## src/rtl/fifo_word_unpacker_reader.sv

```systemverilog
// Pops bytes from an SRAM-backed FIFO (1-cycle read latency) and packs
// BYTES_PER_WORD of them, lane 0 first, into words on a valid/ready stream.
module fifo_word_unpacker_reader #(
    parameter int BYTE_WIDTH     = 8,
    parameter int BYTES_PER_WORD = 4
) (
    input  logic                                 clk,
    input  logic                                 arst_in,
    input  logic                                 fifo_valid,
    output logic                                 fifo_ready,
    input  logic [BYTE_WIDTH-1:0]                fifo_data,
    output logic [BYTE_WIDTH*BYTES_PER_WORD-1:0] word_out,
    output logic                                 word_valid,
    input  logic                                 word_ready,
    output logic [15:0]                          words_packed
);

    localparam int BPW = BYTES_PER_WORD;
    localparam int WW  = BYTE_WIDTH * BPW;
    localparam int CW  = $clog2(BPW + 1);
    localparam int SW  = CW + 1;
    localparam logic [CW-1:0] LAST  = CW'(BPW - 1);
    localparam logic [CW-1:0] FULL  = CW'(BPW);
    localparam logic [SW-1:0] BPW_S = SW'(BPW);

    logic [CW-1:0] count_q, count_d;
    logic          inflight_q, inflight_d;
    logic [WW-1:0] asm_q, asm_d;
    logic [WW-1:0] word_q, word_d;
    logic          word_valid_q, word_valid_d;
    logic [15:0]   words_packed_q, words_packed_d;

    logic [SW-1:0] occupancy;
    logic          out_free;
    logic          ready_raw;
    logic          pop;

    always_comb begin
        occupancy = {1'b0, count_q} + {{CW{1'b0}}, inflight_q};
        out_free  = !word_valid_q || word_ready;
        // The second term lets the last byte of a word be popped while the
        // previous landing hands its word straight to the output register.
        ready_raw = (occupancy < BPW_S) ||
                    ((occupancy == BPW_S) && inflight_q && (count_q == LAST) && out_free);
        fifo_ready = 1'b0;
        if (!arst_in) begin
            fifo_ready = ready_raw;
        end
        pop = fifo_valid && fifo_ready;
    end

    always_comb begin
        count_d        = count_q;
        inflight_d     = pop;
        asm_d          = asm_q;
        word_d         = word_q;
        word_valid_d   = word_valid_q && !word_ready;
        words_packed_d = words_packed_q;

        if (inflight_q) begin
            if (count_q < LAST) begin
                for (int k = 0; k < BPW; k++) begin
                    if (count_q == CW'(k)) begin
                        asm_d[k*BYTE_WIDTH +: BYTE_WIDTH] = fifo_data;
                    end
                end
                count_d = count_q + CW'(1);
            end else if (out_free) begin
                word_d = asm_q;
                word_d[(BPW-1)*BYTE_WIDTH +: BYTE_WIDTH] = fifo_data;
                word_valid_d   = 1'b1;
                count_d        = '0;
                words_packed_d = words_packed_q + 16'd1;
            end else begin
                asm_d[(BPW-1)*BYTE_WIDTH +: BYTE_WIDTH] = fifo_data;
                count_d = FULL;
            end
        end else if ((count_q == FULL) && out_free) begin
            word_d         = asm_q;
            word_valid_d   = 1'b1;
            count_d        = '0;
            words_packed_d = words_packed_q + 16'd1;
        end
    end

    always_ff @(posedge clk or posedge arst_in) begin
        if (arst_in) begin
            count_q        <= '0;
            inflight_q     <= 1'b0;
            asm_q          <= '0;
            word_q         <= '0;
            word_valid_q   <= 1'b0;
            words_packed_q <= '0;
        end else begin
            count_q        <= count_d;
            inflight_q     <= inflight_d;
            asm_q          <= asm_d;
            word_q         <= word_d;
            word_valid_q   <= word_valid_d;
            words_packed_q <= words_packed_d;
        end
    end

    assign word_out     = word_q;
    assign word_valid   = word_valid_q;
    assign words_packed = words_packed_q;

endmodule

```

## config.mk

```make
export PLATFORM = sky130hd
export DESIGN_NAME = fifo_word_unpacker_reader
export DESIGN_NICKNAME = d
export VERILOG_FILES = /design/src/rtl/fifo_word_unpacker_reader.sv
export SDC_FILE = /design/constraint.sdc
export NUM_CORES = 1
export LEC_CHECK = 0
export BUFFER_PORTS_ARGS = -buffer_cell sky130_fd_sc_hd__buf_2
export CAP_MARGIN = 15
export CORE_UTILIZATION = 35
export CTS_CLUSTER_SIZE = 30
export DETAILED_ROUTE_END_ITERATION = 6
export GPL_TIMING_DRIVEN = 0
export PLACE_DENSITY = 0.52
export SYNTH_ARGS = -nofsm -noshare
export SYNTH_HDL_FRONTEND = slang
export SYNTH_SLANG_ARGS = --single-unit
```

## constraint.sdc

```tcl
create_clock -name clk -period 3.6 [get_ports clk]
set_input_delay 0.54 -clock clk [delete_from_list [all_inputs] [get_ports clk]]
set_output_delay 0.54 -clock clk [all_outputs]
set_load 0.01 [all_outputs]
```

## Word level (Yosys, flattened, before mapping)

Index checks and enable logic that the tools add are counted.
W data, S select, Z words.

- Flip-flop bits (word level): 85
- Output and inout port bits: 50
- Word-level logic and storage cells: 60

- Add/subtract/negate cells: 3
- Order comparisons: 2
- Equal/unequal tests: 9
- Muxes and demuxes: 20
- Reduce and logical (&&, ||, !) cells: 17

Operator list:

| cell | number |
|---|---|
| $mux W32 | 4 |
| $mux W16 | 4 |
| $mux W8 | 3 |
| $add A16 B1 Y16 const B | 1 |
| $reduce_and A3 Y1 | 5 |
| $mux W3 | 4 |
| $eq A3 B2 Y1 const B | 2 |
| $logic_and A1 B1 Y1 | 6 |
| $ne A2 B1 Y1 const B | 3 |
| $mux W1 | 5 |
| $add A3 B1 Y4 | 1 |
| $eq A4 B3 Y1 const B | 1 |
| $lt A4 B3 Y1 const B | 1 |
| $add A3 B1 Y3 const B | 1 |
| $eq A3 B1 Y1 const B | 1 |
| $eq A3 B3 Y1 const B | 1 |
| $logic_not A3 Y1 | 1 |
| $lt A3 B2 Y1 const B | 1 |
| $logic_not A1 Y1 | 2 |
| $logic_or A1 B1 Y1 | 2 |
| $ne A2 B2 Y1 const B | 1 |
| $reduce_bool A2 Y1 | 1 |

## Logic depth before layout (Yosys ltp)

Gate-level depths: netlist of run 1.

- Depth after elaboration: 8
- Mapped depth: 7
- Mapped depth without buffers: 6

## Least setup slack after synthesis of run 1

Ideal clock, no wire load.

- Path type: reg-to-output
- Start: register count_q[0]
- End: output port fifo_ready
- Arrival: 1454 ps
- Data required time: 3060 ps
- Setup slack: 1606 ps
- Cell stages (with the launch flop): 7
- Cell sequence: dfrtp_1 ha_1 ha_1 nand4bb_1 o22ai_1 nand2_1 nor2_1

- Word-level cells in the longest chain between the ends: 7

RTL lines:

| what | RTL line | text |
|---|---|---|
| start: declaration | 26 | `logic [CW-1:0] count_q, count_d;` |
| start signal: assignment | 95 | `count_q <= count_d;` |
| $add A3 B1 Y4 | 39 | `occupancy = {1'b0, count_q} + {{CW{1'b0}}, inflight_q};` |
| $eq A4 B3 Y1 | 44 | `((occupancy == BPW_S) && inflight_q && (count_q == LAST) && out_free);` |
| $logic_and A1 B1 Y1 (3 in series) | 44 |  |
| $logic_or A1 B1 Y1 (*) | 43 | `ready_raw = (occupancy < BPW_S) \|\|` |
| $mux W1 (*) | 46 | `if (!arst_in) begin` |
| end: declaration | 10 | `output logic fifo_ready,` |

Mark *: on every way between the ends. The rest lies on a longest branch, timed or not.

## Final worst setup path of run 1

Same ends and word-level chain as after synthesis.

==> impl_metrics.env, run 1 <==
export IMPL_critical_path_slowest_cell="dfrtp_1"
export IMPL_max_freq_mhz=393
export IMPL_slew_viol_final=0
export IMPL_p_int_w=0.00130
export IMPL_grt_pass1_vias=2210
export IMPL_skew_ns=0.0114
export IMPL_setup_ws_ns=1.05
export IMPL_yosys_warnings=0
export IMPL_final_common_cell="dfrtp_1"
export IMPL_remaining_drc_errors=0
export IMPL_drt_pass1_iter_count=4
export IMPL_routed_wl_met2_mm=3.19
export IMPL_path_delay_family="adder cells"
export IMPL_maxCapViolCount=0
export IMPL_synth_top_cell_by_area="dfrtp_1"
export IMPL_clk_latency_ns=0.34
export IMPL_crit_required_ns=3.06
export IMPL_swShare=0.222
export IMPL_path_cells="ha_1 -> ha_1 -> nand4bb_1 -> o22ai_1 -> nand2_1 -> nor2_1 -> buf_2"
export IMPL_fill_cells=930
export IMPL_dieWidth_um=103
export IMPL_worstRegToRegCells=6
export IMPL_wl_met3_um=310
export IMPL_io_buffers=61
export IMPL_clk_pin_slew_ns=0.08
export IMPL_timing_critical_path_buf_inv=1
export IMPL_r2r_slack_ns=1.28
export IMPL_cts_tree="done"
export IMPL_drt_iter0_drc=43
export IMPL_cts_max_level=3
export IMPL_cts_root_buffer="clkbuf_8"
export IMPL_synthFlopType="dfrtp_1"
export IMPL_grt_usage=0.144
export IMPL_synth_cells=257
export IMPL_num_io_pins=62
export IMPL_dpl_worst_slack_ns=1.29
export IMPL_yosysSeqAreaShare=0.594
export IMPL_cp_num_cells=7
export IMPL_rr_endpoint="word_out[15]"
export IMPL_antenna_found_initial=0
export IMPL_highest_layer="met4"
export IMPL_ant_nets=0
export IMPL_p_sw_w=0.000369
export IMPL_hold_violations=0
export IMPL_routedWlPerCell_um=14.9
export IMPL_startpoint="count_q[0]"
export IMPL_synth_distinct_cells=36
export IMPL_hpwl_mm=4.89
export IMPL_cp_max_fo=7
export IMPL_arrival_ns=2.01
export IMPL_crit_path_max_incr_delay_ns=0.48
export IMPL_wl_mm=6.96
export IMPL_vias=2240
export IMPL_post_route_min_period_ns=2.55
export IMPL_dp_cells=452
export IMPL_final_setup_tns_ns=0
export IMPL_ys_ff_latch=85
export IMPL_p_seq_frac=0.584
export IMPL_place_gp_congestion=0.730
export IMPL_status="finished, final reports clean"
export IMPL_cts_buffer_depth=2
export IMPL_synthArstFlopShare=1.00
export IMPL_cp_common_cell="ha_1"
export IMPL_cts_resized_gates=0
export IMPL_rsz0062_at_grt="false"
export IMPL_cp_endpoint="fifo_ready"
export IMPL_die_height_um=103
export IMPL_grt_pass1_wl_mm=11.2
export IMPL_start_util=0.363
export IMPL_combinationalPowerShare=0.029
export IMPL_fin_cells=468
export IMPL_clockPowerShare=0.387
export IMPL_antenna_cells=0
export IMPL_r2r_start="count_q[1]"
export IMPL_most_common_layout_cells="85 x dfrtp_1, 65 x buf_2, 58 x mux2_2, 12 x clkbuf_8, 11 x nor2_1"
export IMPL_max_slew_margin=0.535
export IMPL_postCtsSetupBuffers=0
export IMPL_avgSynthCellArea_um2=13.9
export IMPL_period_share=0.707
export IMPL_leakage_nw=2.10
export IMPL_synth_nets=277
export IMPL_tightest_slew_ns=0.698
export IMPL_route_layer_met1_wl_mm=3.35
export IMPL_netlist_area_um2=3580
export IMPL_row_count=36
export IMPL_synth_top_area_frac=0.594
export IMPL_hold_class="input pin to asynchronous set/reset pin"
export IMPL_end_kind="output port"
export IMPL_routed_via_density=4.79
export IMPL_setup_violations=0
export IMPL_synth_edff_count=0
export IMPL_drive_gt1_frac=0.442
export IMPL_grt_max_degree=49
export IMPL_core_area_um2=9860
export IMPL_peakVddDrop_uv=148
export IMPL_ctsHoldBuffers=0
export IMPL_nNetsFinal=350
export IMPL_cts_made_buffers=9
export IMPL_crit_path_start_kind="flip-flop"
export IMPL_die_area_um2=10600
export IMPL_worstSetupPathType="flip-flop to output port"
export IMPL_power_density_nw_per_um2=389
export IMPL_synth_area_leaders="dfrtp_1 59%, mux2_2 18%, ha_1 2.8%"
export IMPL_gr_total_overflow=0
export IMPL_cts_sinks=85
export IMPL_synthToLayoutAreaGrowth_pct=19.5
## layout make-up
class / instances / area [um2] / area share
repair buffers: 62 / 333 / 0.0778
multi-input cells: 159 / 1400 / 0.327
flip-flops and latches: 85 / 2130 / 0.497
plain buffers: 6 / 27.5 / 0.00643
clock inverters: 4 / 31.3 / 0.00731
inverters: 7 / 28.8 / 0.00673
clock buffers: 12 / 165 / 0.0386
well taps: 133 / 166 / 0.0389
## flip-flops by register name (all words and copies together) (netlist names)
signal	cells
word_out	32
count_q	3
words_packed	16
word_valid	1
asm_q	32
inflight_q	1
## metal layers
metal / up-vias / track usage
met5: - / 0
met4: 0 / 0.0553
met3: 12 / 0.0447
met2: 40 / 0.224
met1: 1120 / 0.188
li1: 1068 / -
## power groups by stage
stage          clock network (W)   logic, W  registers, W
6_report                0.000644  0.0000482      0.000973
5_1_grt                 0.000717  0.0000556      0.000975
4_1_cts                 0.000673  0.0000509      0.000973
3_5_place_dp                   0  0.0000510      0.000992
3_3_place_gp                   0  0.0000460      0.000992
2_1_floorplan                  0  0.0000267      0.000991
## through the flow
step / utilization / power (W) / area (um2) / hold slack [ns]
global route: 0.434 / 0.00175 / 4280 / 0.271
finish: 0.434 / 0.00167 / 4280 / 0.247
floorplan: - / 0.00102 / 3580 / 0.474
global placement: 0.411 / 0.00104 / 4050 / 0.457
CTS: 0.434 / 0.00170 / 4280 / 0.252
detailed placement: 0.414 / 0.00104 / 4080 / 0.459
## how the worst min path moves through the flow
stage | endpoint | slack [ns]
after global placement | words_packed[15] | 0.46
after floorplan | word_out[0] | 0.47
final | count_q[1] | 0.25
after global routing | count_q[1] | 0.27
after CTS | word_out[11] | 0.25
after detailed placement | words_packed[15] | 0.46
## synthesized netlist by cell type, types with 2 or more instances
library cell  instances
mux2_2               58
o22ai_1               2
a21oi_1               9
nand3_1               8
buf_2                 4
and4_1                3
xnor2_1               8
nor2b_1               2
dfrtp_1              85
inv_1                 7
nor2_1               11
xor2_1                7
nor3b_1               2
nor3_1                2
nand4_1               5
mux2i_1               8
ha_1                  8
nand2_1              10
## kinds of logic after synthesis
group	after synthesis	share of synthesized area
buffers and inverters	13	0.0150
flip-flops	85	0.594
AND/OR/NAND/NOR	49	0.0745
multiplexers	66	0.205
XOR/XNOR	15	0.0367
adder cells (fa/ha/maj)	8	0.0280
AO/OA/AOI/OAI	21	0.0468
No activity file was read; power rests on OpenSTA's default activity.
==> run 2: changes to the inputs <==
Clock period 3.6 ns to 2.4 ns, I/O delays scaled along.
==> impl_metrics.env, run 2 (synthesized netlist as in run 1, its figures left out) <==
export IMPL_antenna_cells=0
export IMPL_hold_violations=0
export IMPL_max_freq_mhz=437
export IMPL_rsz0062_at_grt="false"
export IMPL_arrival_ns=1.93
export IMPL_place_gp_congestion=0.736
export IMPL_peakVddDrop_uv=398
export IMPL_cts_made_buffers=9
export IMPL_clk_latency_ns=0.36
export IMPL_routedWlPerCell_um=15.2
export IMPL_start_util=0.363
export IMPL_cts_max_level=3
export IMPL_grt_pass1_wl_mm=11.5
export IMPL_crit_path_max_incr_delay_ns=0.47
export IMPL_crit_path_start_kind="flip-flop"
export IMPL_cts_tree="done"
export IMPL_dpl_cell_area_um2=4100
export IMPL_row_count=36
export IMPL_fin_cells=469
export IMPL_grt_max_degree=37
export IMPL_final_setup_tns_ns=0
export IMPL_drive_gt1_frac=0.449
export IMPL_dieWidth_um=103
export IMPL_power_density_nw_per_um2=576
export IMPL_end_kind="output port"
export IMPL_period_share=0.953
export IMPL_die_area_um2=10600
export IMPL_drt_iter0_drc=78
export IMPL_remaining_drc_errors=0
export IMPL_io_buffers=61
export IMPL_nNetsFinal=351
export IMPL_max_slew_margin=0.507
export IMPL_path_cells="ha_2 -> ha_1 -> nand4bb_1 -> o22ai_1 -> nand2_1 -> nor2_1 -> buf_2"
export IMPL_core_area_um2=9860
export IMPL_finalPower_w=0.00247
export IMPL_cts_buffer_depth=2
export IMPL_cp_max_fo=7
export IMPL_wl_mm=7.14
export IMPL_ant_nets=0
export IMPL_drt_pass1_iter_count=4
export IMPL_final_common_cell="dfrtp_1"
export IMPL_design_area_um2=4290
export IMPL_skew_ns=0.00936
export IMPL_antenna_found_initial=0
export IMPL_crit_required_ns=2.04
export IMPL_post_route_min_period_ns=2.29
export IMPL_whs_ns=0.0608
export IMPL_critical_path_slowest_cell="dfrtp_2"
export IMPL_leakage_nw=2.09
export IMPL_slew_viol_final=0
export IMPL_cts_root_buffer="clkbuf_8"
export IMPL_routed_via_density=4.77
export IMPL_maxCapViolCount=0
export IMPL_tightest_slew_ns=0.740
export IMPL_status="finished, final reports clean"
export IMPL_die_height_um=103
export IMPL_grt_usage=0.149
export IMPL_cts_sinks=85
export IMPL_grt_pass1_vias=2167
export IMPL_num_io_pins=62
export IMPL_hpwl_mm=4.97
export IMPL_vias=2235
export IMPL_synthToLayoutAreaGrowth_pct=19.7
export IMPL_postCtsSetupBuffers=0
export IMPL_clk_pin_slew_ns=0.08
export IMPL_dp_cells=453
export IMPL_setup_violations=0
export IMPL_most_common_layout_cells="84 x dfrtp_1, 63 x buf_2, 58 x mux2_2, 11 x nor2_1"
export IMPL_gr_total_overflow=0
export IMPL_hold_class="input pin to asynchronous set/reset pin"
export IMPL_worstSetupPathType="flip-flop to output port"
==> run 2: cell types whose count changed in the layout (fill, tap and decap cells not counted), moves of 2 or more <==
cell and delta:
buf_12 +2, clkinv_4 -3, clkbuf_8 -2, inv_6 +3, clkbuf_4 +2, clkinvlp_4 +2, buf_2 -2
==> run 2: what timing repair did <==
action	CTS	global route
resized for setup	0	4
endpoints found under the setup margin	0	21
hold buffers	0	0
==> run 2: per-layer routing <==
layer,track usage,vias to the layer above,part of all wire
li1,-,1063,-
met1,0.196,1112,0.48
met2,0.223,53,0.45
met3,0.0624,7,0.063
met4,0.0455,0,0.011
met5,0,-,0
==> run 2: final timing paths <==
check | start | end | slack (ns) | depth (start not counted)
worst max-delay path | count_q[0] | fifo_ready | 0.11 | 7
worst min-delay path | arst_in | inflight_q | 0.06 | 2
worst max register to register | count_q[1] | word_out[19] | 0.18 | 6
worst min register to register | words_packed[15] | words_packed[15] | 0.47 | 1
max in group asynchronous | arst_in | asm_q[17] | 1.58 | 4
min in group clk | arst_in | inflight_q | 0.21 | 2
==> run 2: worst max-delay path: cells and delay by family, from the launching register on <==
kind | cells | cell delay [ns]
fa+ha+maj | 2 | 0.46
compound gates | 1 | 0.16
buf+inv | 1 | 0.13
flops | 1 | 0.47
simple gates | 3 | 0.36
==> run 2: power by group <==
| part | internal (W) | switching, W | total (W) | leakage (nW) |
|---|---|---|---|---|
| Clock | 0.000411 | 0.000524 | 0.000935 | 0.0935 |
| Sequential | 0.00145 | 0.00000876 | 0.00146 | 1.10 |
| Combinational | 0.0000293 | 0.0000460 | 0.0000753 | 0.901 |
| Total | 0.00189 | 0.000579 | 0.00247 | 2.09 |
==> run 2: per-stage QoR <==
stage	setup WS [ns]	utilization
5_1_grt	0.00454	0.434
4_1_cts	0.0374	0.434
3_3_place_gp	0.0971	0.411
3_5_place_dp	0.106	0.415
6_report	0.113	0.434
2_1_floorplan	0.523	-
==> run 2: area by class of cell <==
type	instances	area, um2
well taps	133	166
inverters	7	30.0
clock buffers	10	138
clock inverters	6	43.8
multi-input cells	159	1400
flip-flops and latches	85	2130
plain buffers	6	32.5
fillers	955	5580
repair buffers	63	345
==> run 3: changes to the inputs <==
Settings changed: PLACE_DENSITY 0.52 to 0.65.
==> impl_metrics.env, run 3 (synthesized netlist as in run 1, its figures left out) <==
export IMPL_end_kind="output port"
export IMPL_clk_latency_ns=0.35
export IMPL_grt_pass1_vias=2192
export IMPL_cts_sinks=85
export IMPL_skew_ns=0.00744
export IMPL_dieWidth_um=103
export IMPL_drt_pass1_iter_count=4
export IMPL_wl_mm=7.14
export IMPL_row_count=36
export IMPL_cts_root_buffer="clkbuf_8"
export IMPL_die_area_um2=10600
export IMPL_p_int_w=0.00187
export IMPL_nNetsFinal=354
export IMPL_worstSetupPathType="flip-flop to output port"
export IMPL_remaining_drc_errors=0
export IMPL_most_common_layout_cells="84 x dfrtp_1, 65 x buf_2, 58 x mux2_2, 11 x nor2_1, 10 x nand2_1"
export IMPL_setup_violations=0
export IMPL_place_gp_congestion=0.771
export IMPL_combinationalPowerShare=0.031
export IMPL_rr_endpoint="word_out[16]"
export IMPL_maxCapViolCount=0
export IMPL_grt_usage=0.142
export IMPL_slew_viol_final=0
export IMPL_timing_critical_path_buf_inv=1
export IMPL_core_area_um2=9860
export IMPL_cts_max_level=3
export IMPL_peakVddDrop_uv=263
export IMPL_worstRegToRegCells=6
export IMPL_period_share=0.953
export IMPL_cp_common_cell="ha_1"
export IMPL_antenna_cells=0
export IMPL_gr_total_overflow=0
export IMPL_post_route_min_period_ns=2.29
export IMPL_routed_via_density=4.83
export IMPL_crit_required_ns=2.04
export IMPL_grt_max_degree=44
export IMPL_path_delay_family="adder cells"
export IMPL_final_common_cell="dfrtp_1"
export IMPL_leakage_nw=2.11
export IMPL_grt_pass1_wl_mm=11.2
export IMPL_status="finished, final reports clean"
export IMPL_hold_violations=0
export IMPL_clk_pin_slew_ns=0.09
export IMPL_swShare=0.244
export IMPL_whs_path_depth=2
export IMPL_drive_gt1_frac=0.448
export IMPL_clockPowerShare=0.380
export IMPL_design_area_um2=4300
export IMPL_max_freq_mhz=437
export IMPL_die_height_um=103
export IMPL_rsz0062_at_grt="false"
export IMPL_vias=2279
export IMPL_routedWlPerCell_um=15.1
export IMPL_cts_buffer_depth=2
export IMPL_r2r_start="count_q[1]"
export IMPL_start_util=0.363
export IMPL_io_buffers=61
export IMPL_final_setup_tns_ns=0
export IMPL_hold_class="input pin to flip-flop"
export IMPL_crit_path_start_kind="flip-flop"
export IMPL_power_density_nw_per_um2=576
export IMPL_p_seq_frac=0.589
export IMPL_cts_tree="done"
export IMPL_path_cells="ha_1 -> ha_1 -> nand4bb_1 -> o22ai_1 -> nand2_1 -> nor2_1 -> buf_2"
export IMPL_r2r_slack_ns=0.13
export IMPL_num_io_pins=62
export IMPL_synthToLayoutAreaGrowth_pct=20.2
export IMPL_hold_end="inflight_q"
export IMPL_worstHoldStart="fifo_valid"
export IMPL_p_sw_w=0.000604
export IMPL_cts_made_buffers=9
export IMPL_hpwl_mm=5.00
export IMPL_critical_path_slowest_cell="dfrtp_2"
export IMPL_crit_path_max_incr_delay_ns=0.46
export IMPL_cp_max_fo=7
export IMPL_drt_iter0_drc=129
export IMPL_ant_nets=0
export IMPL_dpl_cell_area_um2=4100
export IMPL_tightest_slew_ns=0.696
export IMPL_antenna_found_initial=0
export IMPL_arrival_ns=1.93
export IMPL_max_slew_margin=0.536
run 3: final cells by class:
class | instances | area [um2]
Fill cell | 943 | 5560
Sequential cell | 85 | 2130
Multi-Input combinational cell | 159 | 1400
Timing Repair Buffer | 66 | 370
Tap cell | 133 | 166
Clock buffer | 9 | 124
Clock inverter | 7 | 56.3
Inverter | 7 | 30.0
Buffer | 6 | 27.5
run 3: worst max-delay path by stage:
| stage | from | end | slack (ns) | cells after the start |
|---|---|---|---|---|
| after floorplan | count_q[0] | word_out[0] | 0.52 | 6 |
| after global placement | count_q[0] | word_out[14] | 0.12 | 6 |
| after detailed placement | count_q[0] | word_out[16] | 0.13 | 6 |
| after CTS | count_q[0] | fifo_ready | 0.05 | 7 |
| after global routing | count_q[0] | fifo_ready | 0.007 | 7 |
| final | count_q[0] | fifo_ready | 0.11 | 7 |
run 3: through the flow:
stage                     hold WS, ns  std cells  setup WS (ns)   util  total power, W
after global routing            0.257        472        0.00708  0.436         0.00257
after detailed placement        0.301        453          0.128  0.415         0.00157
final                           0.268        472          0.113  0.436         0.00248
after global placement          0.457        451          0.120  0.411         0.00156
after floorplan                 0.430        257          0.523      -         0.00153
after CTS                       0.257        470         0.0520  0.434         0.00252
run 3: power groups by stage:
stage | combinational [W] | sequential [W] | clock, W
after floorplan | 0.0000404 | 0.00149 | 0
after global placement | 0.0000686 | 0.00149 | 0
after detailed placement | 0.0000790 | 0.00149 | 0
after CTS | 0.0000803 | 0.00146 | 0.000976
after global routing | 0.0000874 | 0.00146 | 0.00102
final | 0.0000762 | 0.00146 | 0.000942
run 3: routing by layer:
metal	share of wire	wire length, um	global-route usage	up-vias
li1	-	-	-	1068
met1	0.47	3370	0.188	1155
met2	0.46	3280	0.219	48
met3	0.056	400	0.0468	8
met4	0.012	89	0.0466	0
met5	0	0	0	-
run 3: timing repair:
| item | in CTS | in global routing |
|---|---|---|
| endpoints found under the setup margin | 0 | 1 |
| hold buffers | 1 | 0 |
| gates resized for setup | 0 | 1 |
| setup buffers | 0 | 2 |
| endpoints found under the hold margin | 3 | 0 |
